[src/rtl/counter_param.sv]
// Parameterised up/down counter with a non-power-of-two modulus, a
// terminal-count flag, an overflow pulse and three terminal behaviours:
// wrap, saturate and one-shot.
module counter_param #(
  parameter int unsigned     WIDTH   = 16,
  parameter longint unsigned MODULUS = 64'd1 << WIDTH,
  // 0 = wrap, 1 = saturate, 2 = one-shot
  parameter int unsigned     MODE    = 0
) (
  input  logic             clk,
  input  logic             reset,
  input  logic             clear,
  input  logic             load,
  input  logic [WIDTH-1:0] load_val,
  input  logic             cnt_ena,
  input  logic             up_dn,
  output logic [WIDTH-1:0] count,
  output logic             tc,
  output logic             ovf,
  output logic             done
);

  localparam logic [WIDTH-1:0] MaxVal = WIDTH'(MODULUS - 64'd1);

  typedef enum logic {StRun, StDone} state_e;

  state_e           state_q, state_d;
  logic [WIDTH-1:0] count_q, count_d;
  logic             ovf_q, ovf_d;
  logic [WIDTH-1:0] load_clamped;
  logic             frozen;

  // Terminal depends on the current direction, so a direction change is
  // reflected in tc within the same cycle.
  assign tc = up_dn ? (count_q == MaxVal) : (count_q == '0);

  // Out-of-range load values are clamped so count never reaches MODULUS.
  assign load_clamped = (64'(load_val) >= MODULUS) ? MaxVal : load_val;

  // In one-shot mode the DONE state ignores count enables entirely.
  assign frozen = (MODE == 2) && (state_q == StDone);

  // Next-state logic: clear > load > count enable > hold.
  always_comb begin
    count_d = count_q;
    ovf_d   = 1'b0;
    state_d = state_q;
    if (clear) begin
      count_d = '0;
      state_d = StRun;
    end else if (load) begin
      count_d = load_clamped;
      state_d = StRun;
    end else if (cnt_ena && !frozen) begin
      if (tc) begin
        ovf_d = 1'b1;
        if (MODE == 0) begin
          count_d = up_dn ? '0 : MaxVal;
        end else if (MODE == 2) begin
          state_d = StDone;
        end
      end else begin
        count_d = up_dn ? count_q + WIDTH'(1) : count_q - WIDTH'(1);
      end
    end
  end

  // State registers with synchronous reset taking priority over everything.
  always_ff @(posedge clk) begin
    if (reset) begin
      count_q <= '0;
      ovf_q   <= 1'b0;
      state_q <= StRun;
    end else begin
      count_q <= count_d;
      ovf_q   <= ovf_d;
      state_q <= state_d;
    end
  end

  assign count = count_q;
  assign ovf   = ovf_q;
  assign done  = (MODE == 2) && (state_q == StDone);

endmodule
[config.mk]
export PLATFORM = sky130hd
export DESIGN_NAME = counter_param
export DESIGN_NICKNAME = d
export VERILOG_FILES = /design/src/rtl/counter_param.sv
export SDC_FILE = /design/constraint.sdc
export NUM_CORES = 1
export LEC_CHECK = 0
export CAP_MARGIN = 10
export CORE_UTILIZATION = 52
export CTS_BUF_LIST = sky130_fd_sc_hd__clkbuf_2
export CTS_CLUSTER_DIAMETER = 80
export DETAILED_ROUTE_END_ITERATION = 8
export GPL_ROUTABILITY_DRIVEN = 0
export GPL_TIMING_DRIVEN = 0
export PLACE_DENSITY_LB_ADDON = 0.1
export SLEW_MARGIN = 20
export SYNTH_ARGS = -nofsm -noshare
export SYNTH_HDL_FRONTEND = slang
export SYNTH_SLANG_ARGS = --single-unit
[constraint.sdc]
create_clock -name clk -period 3 [get_ports clk]
set_input_delay 0.6 -clock clk [delete_from_list [all_inputs] [get_ports clk]]
set_output_delay 0.6 -clock clk [all_outputs]
set_load 0.01 [all_outputs]
# --- Word level (Yosys, flattened, before mapping) ---
# Cells that the tools add are included.
word_totals:
  input_bits: 22
  output_inout_bits: 19
  ff_bits: 17
classes:
  mux: 7
  bitwise_logic: 1
  reduce_logical: 4
  n_addsub: 2
  n_eq_ne: 1
op_table:
  columns: ["cell", "n"]
  rows:
  - ["$mux W16", 5]
  - ["$add A16 B1 Y16 const B", 1]
  - ["$eq A16 B16 Y1 const B", 1]
  - ["$logic_not A16 Y1", 1]
  - ["$sub A16 B1 Y16 const B", 1]
  - ["$reduce_or A4 Y1", 1]
  - ["$mux W1", 2]
  - ["$reduce_bool A2 Y1", 1]
  - ["$reduce_or A2 Y1", 1]
  - ["$not A1 Y1", 1]

# --- Depth between registers and ports, before layout ---
depth:
  depth_word: 5
  mapped_depth: 9
  ltp_nobuf: 8

# --- Worst setup path before layout ---
# Ideal clock, no wire load.
synth_timing:
  kind: "input-to-reg"
  start: "input up_dn"
  end: "register count_q[13] (netlist: count[13])"
  arrival_ns: 2.452
  setup_slack_ns: 0.481
  path_buffers: 1
  stages: 9
  t_required_ns: 2.933
  path_cell_list: "inv_1 > ha_1 > buf_6 > a211oi_2 > nor2_1 > o41a_1 > a2111oi_2 > nor2b_1 > o21ai_2"
synth_between:
  elab_chain_len: 4
  elab_cells_between_ends: 6
  cone_classes: "6 x mux"
synth_rtl:
  columns: ["element", "line_no", "text"]
  rows:
  - ["start: declaration", "16", "input logic up_dn,"]
  - ["$mux W16, or another cell as far along", "63", "count_d = up_dn ? count_q + WIDTH'(1) : count_q - WIDTH'(1);"]
  - ["$mux W16 (*)", "55", "if (tc) begin"]
  - ["$mux W16 (*)", "54", "end else if (cnt_ena && !frozen) begin"]
  - ["$mux W16 (*)", "51", "end else if (load) begin"]
  - ["end signal: assignment", "75", "count_q <= count_d;"]
  - ["end: declaration", "28", "logic [WIDTH-1:0] count_q, count_d;"]
# Mark *: on every way between the ends. The rest lies on a longest branch, timed or not. The select of a mux whose other input is x is not followed.
# A chain may end at the register's enable or synchronous reset.

# --- Final worst setup path ---
layout_timing:
  start: "input up_dn"
  end: "register count_q[12] (netlist: count[12])"
# The elaborated chain is that of the path after synthesis.

==> qor.txt <==
Worst-Margin Slew -> 0.7416 ns
Leak Pwr -> 0.8866 nW
Period utilization -> 97.15%
Synthesized instance count -> 235
Critical Path AT -> 3.14 ns
Clk_lat worst skew -> 0.31 ns
Slew Viols, Final -> 0
Power Dens Cells -> 305.0 mW/mm2
WS Path Type -> in2reg
Register area share after synthesis -> 19.57%
Startpoint Class -> primary input
CTS HTree Levels -> 1
Clk sinks -> 17
WP data required -> 3.23 ns
Hold path cells -> 3
Layout Skew -> 0.008481 ns
Post-route ant nets -> 0
Final HPWL DP -> 3869 um
Total wire length -> 5103 um
Cell Area, Synth -> 0.001739 mm2
CP max stage delay -> 0.45 ns
DRT iter0 DRCs -> 100
Die Span Y -> 59.83 um
DRC Markers -> 0
Synth warn -> 0
Vias per Instance -> 6.028
Max_slew headroom -> 50.18%
Die area -> 0.003580 mm2
Cells on worst reg2reg path -> 8
Total of max-cap violations -> 0
Post-synth top area share -> 19.57%
Layout cells sized above 1 -> 9.025%
Chip width -> 59.83 um
CTS tree -> yes
# IOs -> 41
Reg2reg setup slack -> 0.61 ns
Gr usage total -> 30.50%
Drt first pass iters -> 5
Crit path capture type -> register
Hold Path Class -> reg2reg
Min Tclk post-route -> 2.915 ns
Post-synth EDFFs -> 0
Final hold violation count -> 0
Max clock buf depth -> 2
Clock slew at reported path FFs -> 0.18 ns
Asr flop ratio synth -> 0%
Vias in the first global route -> 1797
Largest net degree at the start of global routing -> 15
IO buf count -> 39
Syn Area/Cell -> 7.401 um2
Top_reg_cell synth -> dfxtp_1
Grt total ovfl -> 0
Core area -> 0.003103 mm2
Placement Setup Slack -> -0.4589 ns
Post-synthesis cell type count -> 56
Antenna violations before repair -> 0
Synth Register Bits -> 17
Worst path slowest cell -> inv_1
Avg WL per Cell -> 15.90 um
Placed Instance Area -> 0.002185 mm2
Clk root buf -> clkbuf_2
Area leader, netlist -> dfxtp_1
Setup Viol. Count Final -> 0
Cell Chain, Critical Path -> dlygate4sd2_1, inv_1, ha_1, nor2b_1, o211ai_1, a311oi_2, o41ai_2, xor2_1, o41ai_1
Overall Power -> 677.1 uW
Initial Utilization -> 56.05%
Number of vias in the routed layout -> 1935
NumNets Final -> 315
Maximum fanout along the worst path -> 14
Max frequency -> 0.3431 GHz
Synth top area cells -> dfxtp_1, ha_1, nor2_1
Diodes inserted -> 0
PnR worst setup slack -> 0.08539 ns
Area grow syn2layout -> 27.63%
First-pass GRT wire length -> 8245 um
Post-synth net total -> 272
Post CTS Setup Buffer Count -> 0
Post-route cell area -> 0.002220 mm2
Status -> complete, no violations
CTS buffer count -> 3
Peak supply drop -> 0.2551 mV
Row Count -> 20
==> placed cells by master, fill, tap and decap left out, types with 4 or more instances in the layout <==
cell type,netlist,routed
clkdlybuf4s50_1,0,38
nor2_1,36,35
a21oi_1,19,19
dfxtp_1,17,17
ha_1,14,14
nor3_1,13,13
nand2_1,11,11
o21ai_0,11,11
inv_1,10,10
xnor2_1,7,7
nand4_1,6,6
nand3_1,6,6
or3_1,4,4
and3_1,5,4
clkbuf_1,5,4
nor2b_1,4,4
a31oi_1,4,4
clkbuf_2,0,4
==> stage by stage <==
step                      std cells  hold slack, ns   TNS (ns)  util (%)
after CTS                       321          0.6836          0     71.33
after detailed placement        318          0.6454     -3.911     70.40
final                           321          0.6867          0     71.53
after global routing            321          0.7543  -0.008540     71.53
after floorplan                 235          0.6372          0         -
after global placement          318          0.6409     -3.752     70.40
==> final timing paths <==
kind / startpoint / end
max reg2reg: count[0] / count[12]
max: up_dn / count[12]
min: count[2] / count[2]
min reg2reg: count[2] / count[2]
==> cell families after synthesis <==
| group | synth area share (%) |
|---|---|
| xor gates and xnor gates | 4.029 |
| DFF | 19.57 |
| and+or+nand+nor | 28.99 |
| buffers and inverters | 4.964 |
| AOI/OAI and AO/OA | 29.28 |
| muxes | 1.727 |
| other | 0.2156 |
| adders and majority gates | 11.22 |
==> power by group <==
group | internal (mW) | switching (mW)
clock network | 0.0353 | 0.0796
logic | 0.144 | 0.158
registers | 0.240 | 0.0202
==> worst max-delay path: cells and delay by family <==
kind            cells  cell delay (ns)
xor+xnor            1             0.12
simple gates        1             0.16
fa+ha+maj           1             0.37
buf+inv             2             0.76
compound gates      4             1.12
==> flip-flops by register name, summed over array words and instances, names as in the netlist <==
name,count
ovf,1
count,16
==> per-layer routing <==
metal | track usage, % | up-vias | wire (um)
met5 | 0 | - | 0
met1 | 39.66 | 874 | 2292
met4 | 10.63 | 0 | 85
met2 | 50.16 | 89 | 2375
li1 | - | 960 | -
met3 | 5.628 | 12 | 350
==> area by class of cell <==
| class | count | area (um2) |
|---|---|---|
| clock buffers | 4 | 20.02 |
| fillers | 290 | 883.3 |
| repair buffers | 39 | 389.1 |
| well taps | 44 | 55.05 |
| flip-flops and latches | 17 | 340.3 |
| plain buffers | 8 | 45.04 |
| inverters | 10 | 37.54 |
| multi-input cells | 199 | 1333 |
==> cells in the mapped netlist (2+ instances only) <==
library cell	number
a211o_1	2
a211oi_1	3
a21o_1	2
a21oi_1	19
a21oi_2	2
a31oi_1	4
and3_1	5
buf_4	2
clkbuf_1	5
dfxtp_1	17
ha_1	14
inv_1	10
mux2i_1	3
nand2_1	11
nand2b_1	3
nand3_1	6
nand4_1	6
nor2_1	36
nor2b_1	4
nor3_1	13
nor4_1	4
o21a_1	3
o21ai_0	11
o21ai_1	3
o21bai_1	3
o2bb2ai_1	2
o311ai_0	2
o41ai_1	3
or3_1	4
xnor2_1	7
==> what timing repair did <==
| item | 4_1_cts | 5_1_grt |
|---|---|---|
| hold buffers | 0 | 0 |
| setup endpoints to repair | 5 | 1 |
| resized for setup | 5 | 1 |
| pin swaps | 0 | 0 |
No activity file was read; power rests on OpenSTA's default activity.
